==> config.mk <==
export PLATFORM = sky130hd
export DESIGN_NAME = alu_sequencer
export DESIGN_NICKNAME = d
export VERILOG_FILES = /design/src/rtl/alu_seq_pkg.sv /design/src/rtl/alu_exec.sv /design/src/rtl/alu_sequencer.sv
export SDC_FILE = /design/constraint.sdc
export NUM_CORES = 1
export LEC_CHECK = 0
export CAP_MARGIN = 20
export CORE_UTILIZATION = 60
export CTS_BUF_LIST = sky130_fd_sc_hd__clkbuf_2
export CTS_CLUSTER_DIAMETER = 120
export CTS_CLUSTER_SIZE = 30
export DETAILED_ROUTE_END_ITERATION = 10
export PLACE_DENSITY = 0.86
export SYNTH_ARGS = -nofsm -noshare
export SYNTH_HDL_FRONTEND = slang
export SYNTH_HIERARCHICAL = 1
export SYNTH_SLANG_ARGS = --single-unit
==> constraint.sdc <==
create_clock -name clk -period 3.7 [get_ports clk]
set_input_delay 0.555 -clock clk [delete_from_list [all_inputs] [get_ports clk]]
set_output_delay 0.555 -clock clk [all_outputs]
set_load 0.01 [all_outputs]
==> src/rtl/alu_seq_pkg.sv <==
// Shared definitions for the ALU sequencer: sizes, op encodings, FSM states.
package alu_seq_pkg;

   localparam int DEFAULT_DATA_W = 4;
   localparam int DEFAULT_NREGS  = 4;
   localparam int DEFAULT_ADDR_W = 2;
   localparam int DEFAULT_CNT_W  = 8;

   localparam logic [2:0] OP_ADD  = 3'b000;
   localparam logic [2:0] OP_SUB  = 3'b001;
   localparam logic [2:0] OP_XOR  = 3'b010;
   localparam logic [2:0] OP_OR   = 3'b011;
   localparam logic [2:0] OP_AND  = 3'b100;
   localparam logic [2:0] OP_NOR  = 3'b101;
   localparam logic [2:0] OP_NAND = 3'b110;
   localparam logic [2:0] OP_XNOR = 3'b111;

   typedef enum logic [1:0] {
      S_IDLE = 2'd0,
      S_READ = 2'd1,
      S_EXEC = 2'd2,
      S_WB   = 2'd3
   } state_e;

endpackage

==> src/rtl/alu_exec.sv <==
// Combinational ALU: computes a DATA_W+1 bit result whose MSB is the ADD carry
// or SUB borrow; logic ops always leave the MSB clear.
module alu_exec
   import alu_seq_pkg::*;
#(
   parameter int DATA_W = DEFAULT_DATA_W
) (
   input  logic [DATA_W-1:0] a,
   input  logic [DATA_W-1:0] b,
   input  logic [2:0]        op,
   output logic [DATA_W-1:0] result,
   output logic              carry
);

   logic [DATA_W:0] wide;

   // Evaluate the selected operation; zero-extending before SUB makes the MSB the borrow.
   always_comb begin
      wide = '0;
      case (op)
         OP_ADD:  wide = {1'b0, a} + {1'b0, b};
         OP_SUB:  wide = {1'b0, a} - {1'b0, b};
         OP_XOR:  wide = {1'b0, a ^ b};
         OP_OR:   wide = {1'b0, a | b};
         OP_AND:  wide = {1'b0, a & b};
         OP_NOR:  wide = {1'b0, ~(a | b)};
         OP_NAND: wide = {1'b0, ~(a & b)};
         OP_XNOR: wide = {1'b0, ~(a ^ b)};
         default: wide = '0;
      endcase
   end

   assign result = wide[DATA_W-1:0];
   assign carry  = wide[DATA_W];

endmodule

==> src/rtl/alu_sequencer.sv <==
// Four-state command sequencer around alu_exec: accepts one command, reads the
// register file, executes, writes back once and holds the response until taken.
module alu_sequencer
   import alu_seq_pkg::*;
#(
   parameter int DATA_W = DEFAULT_DATA_W,
   parameter int NREGS  = DEFAULT_NREGS,
   parameter int ADDR_W = DEFAULT_ADDR_W,
   parameter int CNT_W  = DEFAULT_CNT_W
) (
   input  logic              clk,
   input  logic              rst,
   input  logic              cmd_valid,
   output logic              cmd_ready,
   input  logic              cmd_ld,
   input  logic [2:0]        cmd_op,
   input  logic [ADDR_W-1:0] cmd_rd,
   input  logic [ADDR_W-1:0] cmd_rs1,
   input  logic [ADDR_W-1:0] cmd_rs2,
   input  logic [DATA_W-1:0] cmd_imm,
   output logic              rsp_valid,
   input  logic              rsp_ready,
   output logic [DATA_W-1:0] rsp_data,
   output logic              rsp_zero,
   output logic              rsp_carry,
   input  logic [ADDR_W-1:0] dbg_addr,
   output logic [DATA_W-1:0] dbg_data,
   output logic [CNT_W-1:0]  op_count
);

   state_e state_q, state_d;

   // Latched command fields
   logic              ld_q,  ld_d;
   logic [2:0]        op_q,  op_d;
   logic [ADDR_W-1:0] rd_q,  rd_d;
   logic [ADDR_W-1:0] rs1_q, rs1_d;
   logic [ADDR_W-1:0] rs2_q, rs2_d;
   logic [DATA_W-1:0] imm_q, imm_d;

   // Operands captured in READ; for loads b carries the immediate
   logic [DATA_W-1:0] a_q, a_d;
   logic [DATA_W-1:0] b_q, b_d;

   // Response registers and statistics
   logic [DATA_W-1:0] rsp_data_q,  rsp_data_d;
   logic              rsp_zero_q,  rsp_zero_d;
   logic              rsp_carry_q, rsp_carry_d;
   logic [CNT_W-1:0]  op_count_q,  op_count_d;

   logic [DATA_W-1:0] regs_q [NREGS];
   logic [DATA_W-1:0] regs_d [NREGS];

   logic [DATA_W-1:0] alu_result;
   logic              alu_carry;
   logic [DATA_W-1:0] exec_result;
   logic              exec_carry;

   alu_exec #(
      .DATA_W (DATA_W)
   ) u_alu (
      .a      (a_q),
      .b      (b_q),
      .op     (op_q),
      .result (alu_result),
      .carry  (alu_carry)
   );

   // Loads bypass the ALU and never report a carry
   assign exec_result = ld_q ? b_q : alu_result;
   assign exec_carry  = ld_q ? 1'b0 : alu_carry;

   // Next-state logic and Moore handshake outputs
   always_comb begin
      state_d   = state_q;
      cmd_ready = 1'b0;
      rsp_valid = 1'b0;
      case (state_q)
         S_IDLE: begin
            cmd_ready = 1'b1;
            if (cmd_valid) state_d = S_READ;
         end
         S_READ: state_d = S_EXEC;
         S_EXEC: state_d = S_WB;
         S_WB: begin
            rsp_valid = 1'b1;
            if (rsp_ready) state_d = S_IDLE;
         end
         default: state_d = S_IDLE;
      endcase
   end

   // Datapath next values: command latch, operand fetch, single writeback on WB entry, counter
   always_comb begin
      ld_d        = ld_q;
      op_d        = op_q;
      rd_d        = rd_q;
      rs1_d       = rs1_q;
      rs2_d       = rs2_q;
      imm_d       = imm_q;
      a_d         = a_q;
      b_d         = b_q;
      rsp_data_d  = rsp_data_q;
      rsp_zero_d  = rsp_zero_q;
      rsp_carry_d = rsp_carry_q;
      op_count_d  = op_count_q;
      regs_d      = regs_q;
      case (state_q)
         S_IDLE: begin
            if (cmd_valid) begin
               ld_d  = cmd_ld;
               op_d  = cmd_op;
               rd_d  = cmd_rd;
               rs1_d = cmd_rs1;
               rs2_d = cmd_rs2;
               imm_d = cmd_imm;
            end
         end
         S_READ: begin
            a_d = regs_q[rs1_q];
            b_d = ld_q ? imm_q : regs_q[rs2_q];
         end
         S_EXEC: begin
            rsp_data_d   = exec_result;
            rsp_zero_d   = (exec_result == '0);
            rsp_carry_d  = exec_carry;
            regs_d[rd_q] = exec_result;
         end
         S_WB: begin
            if (rsp_ready) op_count_d = op_count_q + 1'b1;
         end
         default: ;
      endcase
   end

   // State and datapath registers; reset aborts any operation in flight
   always_ff @(posedge clk) begin
      if (rst) begin
         state_q     <= S_IDLE;
         ld_q        <= 1'b0;
         op_q        <= '0;
         rd_q        <= '0;
         rs1_q       <= '0;
         rs2_q       <= '0;
         imm_q       <= '0;
         a_q         <= '0;
         b_q         <= '0;
         rsp_data_q  <= '0;
         rsp_zero_q  <= 1'b0;
         rsp_carry_q <= 1'b0;
         op_count_q  <= '0;
         for (int i = 0; i < NREGS; i++) regs_q[i] <= '0;
      end else begin
         state_q     <= state_d;
         ld_q        <= ld_d;
         op_q        <= op_d;
         rd_q        <= rd_d;
         rs1_q       <= rs1_d;
         rs2_q       <= rs2_d;
         imm_q       <= imm_d;
         a_q         <= a_d;
         b_q         <= b_d;
         rsp_data_q  <= rsp_data_d;
         rsp_zero_q  <= rsp_zero_d;
         rsp_carry_q <= rsp_carry_d;
         op_count_q  <= op_count_d;
         for (int i = 0; i < NREGS; i++) regs_q[i] <= regs_d[i];
      end
   end

   assign rsp_data  = rsp_data_q;
   assign rsp_zero  = rsp_zero_q;
   assign rsp_carry = rsp_carry_q;
   assign op_count  = op_count_q;
   assign dbg_data  = regs_q[dbg_addr];

endmodule

### Word-level counts from Yosys, hierarchy flattened

Index checks and enable logic that the tools add are counted.

| word-level totals | value |
|---|---|
| flip-flop bits (word level) | 54 |
| input bits | 20 |
| output and inout port bits | 20 |

| operators by class | value |
|---|---|
| $lt $le $gt $ge | 5 |
| eq/ne operators | 12 |
| muxes and demuxes | 21 |
| bitwise operators | 10 |
| reduce and logical (&&, ||, !) cells | 7 |
| add/sub/neg operators | 3 |

Operator list:

| kind | number |
|---|---|
| case mux 5 bit (8 select lines) | 1 |
| 2-to-1 mux 4 bit | 9 |
| binary-select mux 4 bit (select 2 bit) | 3 |
| bitwise mux 16 bit | 1 |
| == test 3 bit, second input constant | 4 |
| >= comparator 3 bit, second input constant | 4 |
| inverter 2 -> 3 bit | 4 |
| inverter 4 bit | 3 |
| adder 8 x 1 -> 8 bit, second input constant | 1 |
| demux 4 bit (select 2 bit) | 1 |
| case mux 2 bit (4 select lines) | 1 |
| == test 3 x 2 -> 1 bit, second input constant | 2 |
| AND reduction 2 bit | 3 |
| adder 4 x 4 -> 5 bit | 1 |
| subtractor 4 x 4 -> 5 bit | 1 |
| AND 4 bit | 1 |
| == test 2 bit, second input constant | 2 |
| zero test 4 bit | 1 |
| 2-to-1 mux 2 bit | 2 |
| != test 2 bit, second input constant | 2 |
| OR 4 bit | 1 |
| bitwise XOR 4 bit | 1 |
| == test 3 x 1 -> 1 bit, second input constant | 1 |
| zero test 3 bit | 1 |
| 5 further kinds | 7 |

### Depth between registers and ports, before layout

Gate-level depths: netlist (run 1).

| logic depth | value |
|---|---|
| depth in word-level cells | 6 |
| gate-level depth with buffers | 12 |
| depth with buffers taken out | 12 |

### Cells and area by module

The synthesis (run 1) kept the hierarchy.

By module, submodules not included:

| module | cells an instance | area an instance (µm²) | sequential area each (µm²) | times used |
|---|---|---|---|---|
| alu_sequencer | 254 | 2402.3 | 1081.0 | 1 |
| alu_exec | 78 | 604.3 | 0.0 | 1 |

### Worst setup path after synthesis (run 1)

No wires, ideal clock.

| timing path | value |
|---|---|
| path kind | register to register |
| start | register b_q[0] |
| end | register rsp_zero_q, in the netlist rsp_zero |
| library setup time | 0.070 ns |
| path buffers | 0 |
| data required time | 3.630 ns |
| period minus slack after synthesis | 2.411 ns |
| data arrival time | 2.340 ns |
| cell stages (with the launch flop) | 13 |
| setup slack | 1.289 ns |
| path through | dfxtp_1 -> inv_1 -> ha_1 -> a21oi_1 -> xnor2_1 -> ha_1 -> a21o_1 -> a31oi_1 -> xor2_1 -> o22ai_1 -> mux2i_1 -> o2111ai_1 -> a21oi_1 |

| between the ends | value |
|---|---|
| elaborated cells between the ends (all ways) | 11 |
| classes of those cells | add/sub (2); mux (2); bitwise (6); reduce/logical (1) |

RTL lines:

| what | line | RTL |
|---|---|---|
| start, declared | alu_sequencer.sv:43 | `logic [DATA_W-1:0] b_q, b_d;` |
| start signal, assigned | alu_sequencer.sv:147 | `b_q <= '0;` |
| start signal, assigned | alu_sequencer.sv:162 | `b_q <= b_d;` |
| subtractor 4 x 4 -> 5 bit / adder 4 x 4 -> 5 bit (equally long branches) | alu_exec.sv:22, alu_exec.sv:21 |  |
| case mux 5 bit (8 select lines) * | alu_exec.sv:20 | `case (op)` |
| named net alu_result[3] | alu_sequencer.sv:54 | `logic [DATA_W-1:0] alu_result;` |
| 2-to-1 mux 4 bit * | alu_sequencer.sv:70 | `assign exec_result = ld_q ? b_q : alu_result;` |
| zero test 4 bit * | alu_sequencer.sv:125 | `rsp_zero_d = (exec_result == '0);` |
| end signal, assigned | alu_sequencer.sv:164 | `rsp_zero_q <= rsp_zero_d;` |
| end, declared | alu_sequencer.sv:47 | `logic rsp_zero_q, rsp_zero_d;` |

The timed path passes the listed nets; every way through them passes the cells marked *.
A chain may end at the register's enable or synchronous reset.

### Worst setup path in the final report (run 1)

| timing path | value |
|---|---|
| start | register op_q[0] |
| end | register rsp_zero_q, in the netlist rsp_zero |

| between the ends | value |
|---|---|
| longest elaborated chain between the ends | 4 |
| elaborated cells between the ends (all ways) | 11 |
| classes of those cells | eq/ne (7); mux (2); reduce/logical (2) |

RTL lines:

| what | line | RTL |
|---|---|---|
| start, declared | alu_sequencer.sv:35 | `logic [2:0] op_q, op_d;` |
| start signal, assigned | alu_sequencer.sv:156 | `op_q <= op_d;` |
| == test 3 bit (tied with other cells) | alu_exec.sv:20 |  |
| case mux 5 bit (8 select lines) * | alu_exec.sv:20 |  |
| named net alu_result[3] | alu_sequencer.sv:54 |  |
| 2-to-1 mux 4 bit * | alu_sequencer.sv:70 |  |
| zero test 4 bit * | alu_sequencer.sv:125 |  |

Marks and branches as above.

==> results.py, run 1 <==
metrics = {
    "outcome": {
        "outcome": "complete, no violations",
    },
    "min_path": {
        "worstHoldPathType": "reg -> reg",
        "hold_start": "rsp_carry",
        "holdPathEnd": "rsp_carry",
        "min_path_cells": 2,
    },
    "yosys": {
        "synth_fp_nets": 371,
        "netlist_area_um2": 3010,
        "synth_top_area_frac": 0.360,
        "synth_cell_types": 48,
        "syn_inst": 332,
        "synth_area_leader_cell": "dfxtp_1",
        "synth_flop_cell": "dfxtp_1",
        "synth_area_leaders": "dfxtp_1 36%, ha_1 7.5%, a211oi_1 6.5%, mux4_2 6.0%, a21oi_1 5.2%",
        "synth-seq-cells": 54,
        "synth_edf_count": 0,
        "yosysSeqAreaShare": 0.360,
        "synthArstFlopShare": 0,
        "yosysWarnings": 6,
        "syn_avg_cell_area_um2": 9.06,
    },
    "final_layout": {
        "seqCellArea_um2": 1080,
        "design_area_um2": 3410,
        "area_growth_pct": 13.4,
        "multi_input_area_um2": 1760,
        "fin_nets": 397,
        "n_fill_cell": 391,
        "antennaDiodeCount": 0,
        "drive_gt1_frac": 0.0864,
        "final_cells": 426,
    },
    "floorplanning": {
        "rows": 25,
        "start_util": 0.628,
        "dieArea_um2": 5300,
        "coreArea_um2": 4790,
        "io_pins": 40,
        "die_h_um": 72.8,
        "chipWidth_um": 72.8,
    },
    "route": {
        "drt.antenna.violating_nets": 0,
        "drc_errors": 0,
        "vias": 2516,
        "avgRoutedWirePerCell_um": 14.8,
        "postRouteWirelength_mm": 6.29,
        "vias_per_cell": 5.91,
        "drt_iter0_drc": 141,
        "dr.pass1.iters": 5,
    },
    "sta": {
        "fin_worst_skew_ns": 0.0135,
        "rsz0062_at_grt": "false",
        "slew_violations": 0,
        "finalSetupTns_ns": 0,
        "hold_viol": 0,
        "slew_headroom": 0.384,
        "fin_crit_ns": 2.97,
        "worstMarginPinSlew_ns": 0.924,
        "fmax_ghz": 0.336,
        "setup_viol": 0,
        "timing.final.crit_share": 0.804,
        "layout_setup_ws_ns": 0.725,
    },
    "clock_network": {
        "cts_buffers": 5,
        "clk_latency_ns": 0.45,
        "cts_hold_buf": 0,
        "clk_pin_slew_ns": 0.27,
        "cts_resized": 0,
        "ctsHtreeMaxLevel": 2,
        "cts_buffer_depth": 2,
        "cts.sinks": 54,
        "clock-root-buffer": "clkbuf_2",
        "post_cts_buffers": 0,
        "cts_tree": "done",
    },
    "power_and_ir_drop": {
        "p_leak_uw": 0.00120,
        "ir_drop_v": 0.000384,
        "powerDensity_nw_per_um2": 665,
        "finalPower_uw": 2270,
    },
    "worst_setup_path": {
        "crit_path_max_fanout": 19,
        "arrival_ns": 3.37,
        "crit_type": "reg -> reg",
        "r2r_end": "rsp_zero",
        "cp_top_family": "compound AO/OA/AOI/OAI gates",
        "cp_cell_sequence": "a21oi_1, xnor2_1, ha_1, a21o_1, a31oi_1, xor2_1, o22ai_1, mux2i_1, o2111ai_1, a21oi_1",
        "crit_path_top_delay_cell": "dfxtp_1",
        "cp_num_buf_inv": 0,
        "cp.required_ns": 4.09,
        "startpoint_type": "flop",
        "critPathMaxStageDelay_ns": 0.82,
        "r2r_setup_slack_ns": 0.73,
        "crit_cells": 10,
        "cpMostUsedCell": "a21oi_1",
        "reg2reg_depth": 10,
        "r2r_start": "op_q[0]",
        "endpoint_kind": "flop",
    },
    "global_routing": {
        "grt_pass1_wl_mm": 10.5,
        "track_usage": 0.258,
        "grt_pass1_vias": 2262,
        "grt_max_degree": 55,
        "grt_overflow_total": 0,
        "antenna_found_initial": 0,
    },
    "placement": {
        "hpwl_mm": 4.67,
        "numPortBuffers": 39,
        "place_inst": 418,
        "place_ws_ns": 0.808,
        "gp_congestion": 0.879,
        "dpl_cell_area_um2": 3370,
    },
    "flow_run": {
        "drv_cap": 0,
    },
}
==> through the flow <==
step	hold WS, ns	util
3_5_place_dp	0.466	0.703
3_3_place_gp	0.456	0.703
2_1_floorplan	0.436	-
5_1_grt	0.516	0.712
6_report	0.498	0.712
4_1_cts	0.496	0.712
==> cells in the mapped netlist (4+ instances only) <==
master / instances
a21oi_1: 31
a211oi_1: 26
xnor2_1: 4
nor2_1: 36
dfxtp_1: 54
clkbuf_1: 12
mux4_2: 8
nand2_1: 36
buf_6: 4
ha_1: 18
o21ai_0: 8
mux2_2: 9
nand3_1: 4
mux2i_1: 13
inv_1: 14
a222oi_1: 4
nand2b_1: 4
==> placed cells by master, fill, tap and decap left out, drive strengths merged, types with 4 or more instances in the layout <==
cell,count
dfxtp,54
clkdlybuf4s50,38
nor2,36
nand2,36
a21oi,31
a211oi,26
ha,18
inv,16
mux2i,13
mux2,10
o21ai,9
mux4,8
clkbuf,6
nand2b,4
a222oi,4
nand3,4
xnor2,4
==> power breakdown <==
group,switching [µW],internal (µW)
Combinational,648,543
Sequential,147,691
Clock,188,50.2
==> sequential cells by signal (all words and copies together), names as in the netlist <==
name	count
a_q	4
b_q	4
imm_q	4
ld_q	1
op_count	8
op_q	3
rd_q	2
regs_q	16
rs1_q	2
rs2_q	2
rsp_carry	1
rsp_data	4
rsp_zero	1
state_q	2
==> cell type report <==
type / instances / share of cell area
Clock buffer: 6 / 0.00881
Sequential cell: 54 / 0.317
Multi-Input combinational cell: 243 / 0.515
Clock inverter: 2 / 0.00367
Timing Repair Buffer: 39 / 0.113
Tap cell: 67 / 0.0246
Inverter: 15 / 0.0173
==> worst min-delay path, stage by stage (launching register included) <==
cell	delay [ns]
dfxtp_1	0.38
nand2b_1	0.07
a21oi_1	0.05
==> logic make-up after synthesis <==
| family | share of synthesized area |
|---|---|
| adder cells (fa/ha/maj) | 0.0816 |
| AND/OR/NAND/NOR | 0.156 |
| multiplexers | 0.142 |
| AO/OA/AOI/OAI | 0.184 |
| buffers and inverters | 0.0562 |
| flip-flops | 0.360 |
| XOR/XNOR | 0.0204 |
==> worst max path at each step <==
stage	slack (ns)	endpoint	startpoint
after floorplan	1.29	rsp_zero	b_q[0]
after global placement	0.90	dbg_data[0]	dbg_addr[0]
after detailed placement	0.81	rsp_zero	op_q[0]
after CTS	0.77	rsp_zero	op_q[0]
after global routing	0.45	rsp_zero	op_q[0]
final	0.73	rsp_zero	op_q[0]
==> routing by layer <==
layer  global-route usage  part of all wire
met1                0.339              0.45
met2                0.432              0.49
met3               0.0414             0.041
met4               0.0893             0.020
met5                    0                 0
(Power assumes the default switching activity.)
==> run 2, diff against run 1 <==
Settings changed: CORE_UTILIZATION 60 to 52, PLACE_DENSITY 0.86 to 0.79.
Clock period 3.7 ns to 2.4 ns, I/O delays scaled along.
==> run 2 against run 1 <==
The flow now finishes with violations (negative setup slack). Clock skew rose by 0.023 ns. Fmax rose by 23%. Power grew 76%. Combinational power is 99% higher. First-iteration DRC count rose by 11%. Register-to-register slack lost 0.74 ns. Worst setup slack got worse by 0.74 ns. Non-clock buffer count increased by 12. Clock power increased by 53%. Largest cell class unchanged.
==> results.py, run 2 (synthesized netlist as in run 1, its figures left out) <==
metrics = {
    "sta": {
        "timing.final.crit_share": 1.00,
        "slew_headroom": 0.581,
        "layout_setup_ws_ns": -0.0114,
        "holdWs_ns": 0.347,
        "fmax_ghz": 0.415,
        "slew_violations": 0,
        "rsz0062_at_grt": "true",
        "finalSetupTns_ns": -0.0263,
        "setup_viol": 3,
        "hold_viol": 0,
        "fin_worst_skew_ns": 0.0368,
        "fin_crit_ns": 2.41,
        "worstMarginPinSlew_ns": 0.611,
    },
    "worst_setup_path": {
        "crit_path_top_delay_cell": "dfxtp_1",
        "startpoint_type": "flop",
        "cp.required_ns": 2.74,
        "crit_type": "reg -> reg",
        "critPathMaxStageDelay_ns": 0.39,
        "cp_top_family": "multiplexers",
        "crit_path_max_fanout": 4,
        "cp_cell_sequence": "nor2_2, nand2_1, mux2i_1, ha_1, a31oi_1, xor2_1, o22ai_1, mux2i_2, buf_4, a211oi_1",
        "endpoint_kind": "flop",
        "cp_num_buf_inv": 1,
        "arrival_ns": 2.75,
    },
    "placement": {
        "hpwl_mm": 5.02,
        "gp_congestion": 0.882,
        "numPortBuffers": 39,
    },
    "power_and_ir_drop": {
        "powerDensity_nw_per_um2": 1110,
        "finalPower_uw": 3990,
        "p_leak_uw": 0.00128,
        "ir_drop_v": 0.000672,
    },
    "final_layout": {
        "n_fill_cell": 477,
        "multi_input_area_um2": 1830,
        "seqCellArea_um2": 1080,
        "area_growth_pct": 19.3,
        "fin_nets": 409,
        "layout_common_cells": "52 x dfxtp_1, 37 x clkdlybuf4s50_1, 36 x nand2_1",
        "largest_reg_flops": 16,
        "final_common_cell": "dfxtp_1",
        "antennaDiodeCount": 0,
        "regMostFlops": "regs_q",
        "drive_gt1_frac": 0.167,
    },
    "min_path": {
        "worstHoldPathType": "in -> reg",
    },
    "clock_network": {
        "cts_buffers": 5,
        "clk_pin_slew_ns": 0.29,
        "ctsHtreeMaxLevel": 2,
        "clk_latency_ns": 0.45,
        "cts_tree": "done",
        "cts_buffer_depth": 2,
        "cts.sinks": 54,
        "cts_hold_buf": 0,
        "clock-root-buffer": "clkbuf_2",
    },
    "outcome": {
        "outcome": "finished, violations left",
        "violations": "negative setup slack",
    },
    "route": {
        "avgRoutedWirePerCell_um": 15.4,
        "dr.pass1.iters": 4,
        "drc_errors": 0,
        "vias_per_cell": 5.84,
        "vias": 2588,
        "drt.antenna.violating_nets": 0,
        "drt_iter0_drc": 156,
        "postRouteWirelength_mm": 6.82,
    },
    "global_routing": {
        "grt_max_degree": 27,
        "grt_pass1_wl_mm": 11.3,
        "grt_overflow_total": 0,
        "grt_pass1_vias": 2456,
        "antenna_found_initial": 0,
        "track_usage": 0.234,
    },
    "floorplanning": {
        "dieArea_um2": 6090,
        "start_util": 0.543,
        "rows": 27,
        "io_pins": 40,
        "chipWidth_um": 78.0,
        "coreArea_um2": 5540,
        "die_h_um": 78.0,
    },
    "flow_run": {
        "drv_cap": 0,
    },
}
## run 2: cell count changes in the layout (fill, tap and decap cells not counted), sizes merged
cell	previous run	this run
clkinvlp	0	1
clkdlybuf4s50	38	37
clkinv	1	0
buf	1	13
dlygate4sd2	0	1
## run 2: worst paths after layout
check	start	endpoint	slack, ns	depth (start not counted)
min	rst	ld_q	0.35	2
min reg2reg	imm_q[0]	imm_q[0]	0.48	2
max	op_q[1]	regs_q[7]	-0.01	10
max reg2reg	op_q[1]	regs_q[7]	-0.01	10
## run 2: power breakdown
| part | internal (µW) | total [µW] | switching, µW |
|---|---|---|---|
| combinational | 1120 | 2370 | 1250 |
| clock | 80.0 | 365 | 285 |
| sequential | 1070 | 1260 | 190 |
## run 2: timing repair
item	in CTS	in global routing
setup buffers	0	1
endpoints found under the setup margin	10	12
gates resized for setup	7	15
pin swaps	5	5
## run 2: worst reg2reg max path, stage by stage (launching register included)
cell and delay (ns):
dfxtp_1 0.39, nor2_2 0.17, nand2_1 0.11, mux2i_1 0.33, ha_1 0.30, a31oi_1 0.20
xor2_1 0.17, o22ai_1 0.10, mux2i_2 0.26, buf_4 0.20, a211oi_1 0.07
## run 2: area by class of cell
class	count	share of cell area
timing repair buffer	51	0.132
clock buffer	6	0.00837
sequential	54	0.302
inverter	15	0.0164
clock inverter	2	0.00453
tap	72	0.0251
multi-input combinational	243	0.511
## run 2: stage by stage
step / utilization / setup slack [ns] / cells / area, µm²
after floorplan: - / 0.0328 / 332 / 3010
after global placement: 0.624 / 0.0281 / 434 / 3460
after detailed placement: 0.624 / -0.0179 / 434 / 3460
after CTS: 0.635 / 0.0151 / 442 / 3520
after global routing: 0.647 / -0.112 / 443 / 3590
final: 0.647 / -0.0114 / 443 / 3590
## run 2: layer usage
| layer | share of wire | track usage | routed length (µm) |
|---|---|---|---|
| met1 | 0.43 | 0.292 | 2930 |
| met2 | 0.51 | 0.403 | 3450 |
| met3 | 0.033 | 0.0407 | 223 |
| met4 | 0.033 | 0.0889 | 225 |
| met5 | 0 | 0 | 0 |
